===== src/rtl/dokmean_udiv_seq.sv =====
// doKmean sequential unsigned restoring divider.
// Narrows an accumulated sum by a member count, one quotient bit per cycle.
module dokmean_udiv_seq #(
  parameter int DIVIDEND_WIDTH = 17,
  parameter int DIVISOR_WIDTH  = 10,
  parameter int QUOTIENT_WIDTH = 7
) (
  input  logic                      ap_clk,
  input  logic                      ap_rst_n,
  input  logic                      in_valid,
  output logic                      in_ready,
  input  logic [DIVIDEND_WIDTH-1:0] dividend,
  input  logic [DIVISOR_WIDTH-1:0]  divisor,
  output logic                      out_valid,
  input  logic                      out_ready,
  output logic [QUOTIENT_WIDTH-1:0] quotient,
  output logic [DIVISOR_WIDTH-1:0]  remainder,
  output logic                      overflow,
  output logic                      div_by_zero
);

  localparam int NW = DIVIDEND_WIDTH;
  localparam int DW = DIVISOR_WIDTH;
  localparam int QW = QUOTIENT_WIDTH;
  localparam int CW = $clog2(NW + 1);

  typedef enum logic [1:0] {
    IDLE = 2'd0,
    CALC = 2'd1,
    DONE = 2'd2
  } state_t;

  state_t        state_q;
  logic [CW-1:0] cnt_q;
  logic [NW-1:0] dvd_q;
  logic [DW-1:0] dvs_q;
  logic          zero_q;
  logic [DW-1:0] prem_q;
  logic [DW-1:0] prem_d;
  logic [NW-1:0] qf_q;
  logic [NW-1:0] qf_d;

  logic [DW:0]   trial;
  logic [DW-1:0] diff;
  logic          ge;

  logic [QW-1:0] quo_q;
  logic [DW-1:0] rem_q;
  logic          ovf_q;
  logic          dbz_q;
  logic          vld_q;

  // One restoring step: shift in the next dividend bit, subtract if it fits.
  // The running remainder stays below the divisor, so DW bits hold it and
  // the wrap-around subtract on the low bits is exact.
  always_comb begin
    trial  = {prem_q, dvd_q[NW-1]};
    ge     = trial >= {1'b0, dvs_q};
    diff   = trial[DW-1:0] - dvs_q;
    prem_d = ge ? diff : trial[DW-1:0];
    qf_d   = (qf_q << 1) | NW'(ge);
  end

  // Control FSM, datapath registers and registered result outputs.
  always_ff @(posedge ap_clk or negedge ap_rst_n) begin
    if (!ap_rst_n) begin
      state_q <= IDLE;
      cnt_q   <= '0;
      dvd_q   <= '0;
      dvs_q   <= '0;
      zero_q  <= 1'b0;
      prem_q  <= '0;
      qf_q    <= '0;
      quo_q   <= '0;
      rem_q   <= '0;
      ovf_q   <= 1'b0;
      dbz_q   <= 1'b0;
      vld_q   <= 1'b0;
    end else begin
      unique case (state_q)
        IDLE: begin
          if (in_valid) begin
            dvd_q   <= dividend;
            dvs_q   <= divisor;
            zero_q  <= (divisor == '0);
            prem_q  <= '0;
            qf_q    <= '0;
            cnt_q   <= CW'(NW);
            state_q <= CALC;
          end
        end
        CALC: begin
          dvd_q  <= dvd_q << 1;
          prem_q <= prem_d;
          qf_q   <= qf_d;
          cnt_q  <= cnt_q - CW'(1);
          if (cnt_q == CW'(1)) begin
            if (zero_q) begin
              quo_q <= '1;
              rem_q <= '0;
              ovf_q <= 1'b0;
              dbz_q <= 1'b1;
            end else begin
              quo_q <= qf_d[QW-1:0];
              rem_q <= prem_d;
              ovf_q <= |(qf_d >> QW);
              dbz_q <= 1'b0;
            end
            vld_q   <= 1'b1;
            state_q <= DONE;
          end
        end
        DONE: begin
          if (out_ready) begin
            vld_q   <= 1'b0;
            state_q <= IDLE;
          end
        end
        default: begin
          vld_q   <= 1'b0;
          state_q <= IDLE;
        end
      endcase
    end
  end

  assign in_ready    = (state_q == IDLE);
  assign out_valid   = vld_q;
  assign quotient    = quo_q;
  assign remainder   = rem_q;
  assign overflow    = ovf_q;
  assign div_by_zero = dbz_q;

endmodule


===== config.mk =====
export PLATFORM = sky130hd
export DESIGN_NAME = dokmean_udiv_seq
export DESIGN_NICKNAME = d
export VERILOG_FILES = /design/src/rtl/dokmean_udiv_seq.sv
export SDC_FILE = /design/constraint.sdc
export NUM_CORES = 1
export LEC_CHECK = 0
export CELL_PAD_IN_SITES_DETAIL_PLACEMENT = 2
export CELL_PAD_IN_SITES_GLOBAL_PLACEMENT = 2
export CORE_AREA = 5 5 130 108
export CTS_CLUSTER_DIAMETER = 150
export DETAILED_ROUTE_END_ITERATION = 7
export DIE_AREA = 0 0 135 113
export PLACE_DENSITY_LB_ADDON = 0.1
export SKIP_LAST_GASP = 1
export SLEW_MARGIN = 20
export SYNTH_ARGS = -nofsm -noshare
export SYNTH_HDL_FRONTEND = slang
export SYNTH_SLANG_ARGS = --single-unit

===== constraint.sdc =====
create_clock -name ap_clk -period 2.2 [get_ports ap_clk]
set_clock_uncertainty 0.2 [all_clocks]
set_input_delay 0.66 -clock ap_clk [delete_from_list [all_inputs] [get_ports ap_clk]]
set_output_delay 0.66 -clock ap_clk [all_outputs]
set_load 0.05 [all_outputs]

* Word level (Yosys, flattened, before mapping)
Index checks and enable logic that the tools add are counted.
** Storage, ports and cells
- Register bits after elaboration :: 81
- Bits of input ports :: 31
- Output and inout port bits :: 21
- Logic and storage cells :: 52
** Operators by class
- $add $sub $neg :: 2
- Order comparisons :: 1
- Equal/unequal tests :: 6
- Mux-type cells :: 20
- Bitwise gates (word level) :: 2
- Reductions and logical operators :: 9
** Operators by type and width (number)
- $pmux W17 S2 :: 1
- $pmux W16 S2 :: 1
- $mux W10 :: 3
- $pmux W10 S2 :: 1
- $mux W17 :: 1
- $or A17 B1 Y17 :: 1
- $mux W16 :: 1
- $ge A11 B10 Y1 :: 1
- $logic_not A10 Y1 :: 1
- $pmux W5 S2 :: 1
- $reduce_or A10 Y1 :: 1
- $sub A10 B10 Y10 :: 1
- $mux W7 :: 1
- $mux W2 :: 3
- $ne A2 B2 Y1 const B :: 3
- $pmux W2 S3 :: 1
- $reduce_and A2 Y1 :: 3
- $reduce_and A3 Y1 :: 2
- $eq A5 B1 Y1 const B :: 1
- $mux W5 :: 1
- $sub A5 B1 Y5 const B :: 1
- $mux W1 :: 4
- $pmux W1 S3 :: 1
- $eq A2 B1 Y1 const B :: 1
- 4 further kinds :: 4

* Logic depth before layout (Yosys ltp)
- Depth in word-level cells :: 4
- Gate-level depth with buffers :: 9
- Gate-level depth less buffers :: 9

* Worst setup path after synthesis
No wires, ideal clock.
- Path kind :: flip-flop to flip-flop
- From :: register state_q[0]
- To :: register dvd_q[10]
- Library setup time :: 124 ps
- Arrival :: 2058 ps
- Required time :: 1876 ps
- Path slack :: -182 ps
- Cell stages (with the launch flop) :: 8
- Period minus slack after synthesis :: 2382 ps
- Path through :: dfrtp_1 > nor2_1 > and2_1 > clkbuf_1 > nor2_1 > buf_2 > nand2_1 > nand2_1
** On the way
- Word-level cells in the longest chain between the ends :: 3
- Elaborated cells on any way between the ends :: 6
- Those cells by class :: eq/ne (2); mux (1); reduce/logical (3)
** RTL lines
- start, declared :: line 33 : state_t state_q;
- start signal, assigned :: line 67 : state_q <= IDLE;
- start signal, assigned :: line 89 : state_q <= CALC;
- start signal, assigned :: line 110 : state_q <= DONE;
- $logic_not A2 Y1 (*)
- net in_ready :: line 11 : output logic in_ready,
- $ne A2 B2 Y1 (no line) or $reduce_bool A2 Y1 (tied branches)
- $reduce_and A2 Y1 (no line)
- end signal, assigned :: line 83 : dvd_q <= dividend;
- end signal, assigned :: line 93 : dvd_q <= dvd_q << 1;
- end, declared :: line 35 : logic [NW-1:0] dvd_q;
Mark *: on every way through the listed nets, which the timed path passes. The rest lies on a longest branch.
A chain may end at the register's enable or synchronous reset.

* Worst setup path in the final report
- From :: register prem_q[1]
- To :: register rem_q[5], in the netlist remainder[5]
** On the way
- Word-level cells in the longest chain between the ends :: 3
- Elaborated cells on any way between the ends :: 4
- Those cells by class :: add/sub (1); order compare (1); mux (2)
** RTL lines
- start, declared :: line 38 : logic [DW-1:0] prem_q;
- start signal, assigned :: line 94 : prem_q <= prem_d;
- $sub A10 B10 Y10 or $ge A11 B10 Y1 (tied branches) :: line 59, 58
- $mux W10 (*) :: line 60 : prem_d = ge ? diff : trial[DW-1:0];
- $mux W10 (*) :: line 98 : if (zero_q) begin
- end signal, assigned :: line 105 : rem_q <= prem_d;
- end, declared :: line 48 : logic [DW-1:0] rem_q;
Mark *: on every way between the ends. The rest lies on a longest branch, timed or not.

==> run summary <==
Startpoint Class -> flip-flop
DR vias/cell -> 4.968
Gate Count Post-Synth -> 403
Site row count -> 37
Period utilization -> 1.046
Worst slew pin tran -> 0.5184 ns
Area leader, netlist -> dfrtp_1
IO Pins -> 52
Register-to-register setup slack -> -0.10 ns
Worst r2r src -> prem_q[1]
Cell variety after synth -> 46
Longest Clk Path Bufs -> 2
Reg-to-reg critical path endpoint -> remainder[5]
GRT Total Usage -> 0.1662
Hold Slack -> 0.05628 ns
Maximum clock rate -> 0.4346 GHz
Post-synth top area share -> 0.5324
Syn nets -> 447
Pins Over Slew Limit -> 0
DIE WIDTH -> 135 µm
Via count -> 3,368
Drt drc -> 0
CTS root buffer -> clkbuf_16
Post-layout util -> 0.4276
Power Density -> 1889 nW/µm²
Post-DP Area -> 4843 µm²
Cell Int Power -> 5.682 mW
Core Area -> 12,550 µm²
Failing checks -> negative setup slack
Worst Path Required -> 2.21 ns
Post-route ant nets -> 0
Crit path time final -> 2.301 ns
DIE HEIGHT -> 113 µm
Dpl cells -> 657
Finished Layout Cells -> 678
CTS Buf Count -> 9
Register area share after synthesis -> 0.5324
Kind of critical path -> reg -> reg
Final WS setup -> -0.1009 ns
Vias in the first global route -> 3,658
Initial antenna violation count -> 0
Gpl congestion -> 0.8168
Worst-Skew Late Latency -> 0.34 ns
Post-synth EDFFs -> 0
Clock Pin Slew Worst Setup and Hold Paths -> 0.06 ns
Max-cap check violation count -> 0
Most used DFF post-synth -> dfrtp_1
VDD IR max -> 0.0005537 V
Reg2reg path depth -> 9
Switching power total -> 4.451 mW
Mean area per synthesized cell -> 9.448 µm²
Area growth syn-to-layout -> 40.91%
CP Data Arrival Time -> 2.31 ns
First-pass GRT wire length -> 20.01 mm
Static leakage -> 2.415 nW
Final Hold Fails -> 0
Routed wire length -> 12.55 mm
Register bit total from synthesis -> 81
Fin area -> 5365 µm²
Total gr overflow -> 0
Clk pwr share -> 0.151
Setup repair after global routing missed its margin -> true
Post-DR wirelength/cell -> 18.50 µm
N_diodes -> 0
Yosys warnings -> 0
Hold/Removal Path Class -> in -> async
Crit-path max FO -> 6
# setup viols final -> 20
Status -> finished, violations left
IO Port Bufs -> 51
Post-synth ARST share -> 1.000
CP Capture Type -> flip-flop
Largest net degree at the start of global routing -> 41
CTS H-tree lvls -> 3
Comb power frac -> 0.586
DR pass1 iterations -> 4
Dominant cell by count in the synthesized netlist -> nand2_1
HPWL after DPL -> 8.350 mm
Most frequent cells after synthesis -> 95 x nand2_1, 81 x dfrtp_1, 44 x o21ai_0
Switching share of power -> 0.4392
Initial Util -> 0.3035
Seq pwr share -> 0.262
Initial DRC count -> 107
CTS Sinks -> 81
Setup WS pre-CTS -> -0.1576 ns
Die footprint -> 15,260 µm²
Mapped cell area -> 3807 µm²
Final net count -> 543
CTS tree -> done
Slew headroom -> 0.6544
Total Power -> 10.13 mW
Setup TNS -> -1.095 ns
Top cells by area, synth -> dfrtp_1 53%, nand2_1 9.4%, o21ai_0 5.8%, ha_1 3.9%, a22oi_1 3.0%
Ratio of cells with drive above 1 in the final layout -> 0.2545
cells by family (layout without fill, tap and decap cells):
group | after synthesis | in the layout | synth area share
simple gates | 156 | 156 | 0.1807
compound gates | 105 | 106 | 0.1716
flops | 81 | 81 | 0.5324
buf+inv | 35 | 134 | 0.03680
fa+ha+maj | 13 | 13 | 0.04469
mux | 7 | 7 | 0.02005
xor+xnor | 6 | 6 | 0.01380
worst max-delay path, cell delays in order (launching register included):
cell     delay [ns]
dfrtp_1        0.42
ha_4           0.31
buf_4          0.10
nand4_1        0.09
nor3_2         0.23
nor3_2         0.09
buf_4          0.15
a31o_4         0.26
mux2i_2        0.22
o21ai_1        0.10
registers in the layout (all words and copies together) (netlist names):
signal and flops:
dvs_q 10, out_valid 1, prem_q 10, state_q 2
overflow 1, cnt_q 5, zero_q 1, dvd_q 17
qf_q 16, quotient 7, div_by_zero 1, remainder 10
final cells by class:
class | instances | area (µm²)
fill | 1350 | 7181
sequential | 81 | 2028
multi-input combinational | 288 | 1831
timing repair buffer | 105 | 939.7
clock buffer | 10 | 239.0
tap | 175 | 219.0
clock inverter | 5 | 56.30
inverter | 14 | 52.55
timing repair:
item | CTS | global route
hold endpoints to repair | 0 | 0
buffers inserted | 3 | 3
pin swaps | 8 | 9
gates resized for setup | 20 | 13
endpoints found under the setup margin | 21 | 21
gates cloned | 1 | 0
hold buffers | 0 | 0
placed cells by master (no fill, tap or decap), types with 6 or more instances in the layout:
| master | synthesis | routed |
|---|---|---|
| buf_12 | 0 | 6 |
| clkbuf_16 | 0 | 9 |
| a22oi_1 | 15 | 15 |
| a21oi_1 | 10 | 9 |
| inv_1 | 14 | 10 |
| nor2_1 | 15 | 14 |
| o21ai_0 | 44 | 41 |
| ha_4 | 0 | 7 |
| dfrtp_1 | 81 | 80 |
| nand3_1 | 18 | 18 |
| clkdlybuf4s50_1 | 0 | 29 |
| buf_4 | 0 | 69 |
| nand2_1 | 95 | 95 |
| o21ai_1 | 10 | 11 |
per-layer routing:
metal	up-vias	routed length, µm	part of all wire	global-route usage
met4	0	126	0.010	0.04030
met1	1700	6521	0.52	0.2474
met2	63	5484	0.44	0.2466
li1	1592	-	-	-
met3	13	413	0.033	0.03556
met5	-	0	0	0
worst max-delay path by stage:
stage              endpoint  startpoint  cells after the start  slack (ns)
2_1_floorplan  remainder[3]   prem_q[1]                      8        0.02
3_5_place_dp   remainder[1]   prem_q[1]                      7       -0.16
6_report       remainder[5]   prem_q[1]                      9       -0.10
4_1_cts           prem_q[6]   prem_q[1]                      7       -0.08
3_3_place_gp   remainder[1]   prem_q[1]                      7       -0.12
5_1_grt        remainder[5]    dvs_q[8]                      9       -0.23
power groups by stage:
stage	Clock [mW]	Sequential, mW	Combinational [mW]
after floorplan	0	2.99	2.73
after global placement	0	2.61	5.01
after detailed placement	0	2.64	5.19
after CTS	1.58	2.66	5.59
after global routing	1.63	2.73	6.45
final	1.53	2.66	5.94
No activity file was read; power rests on OpenSTA's default activity.
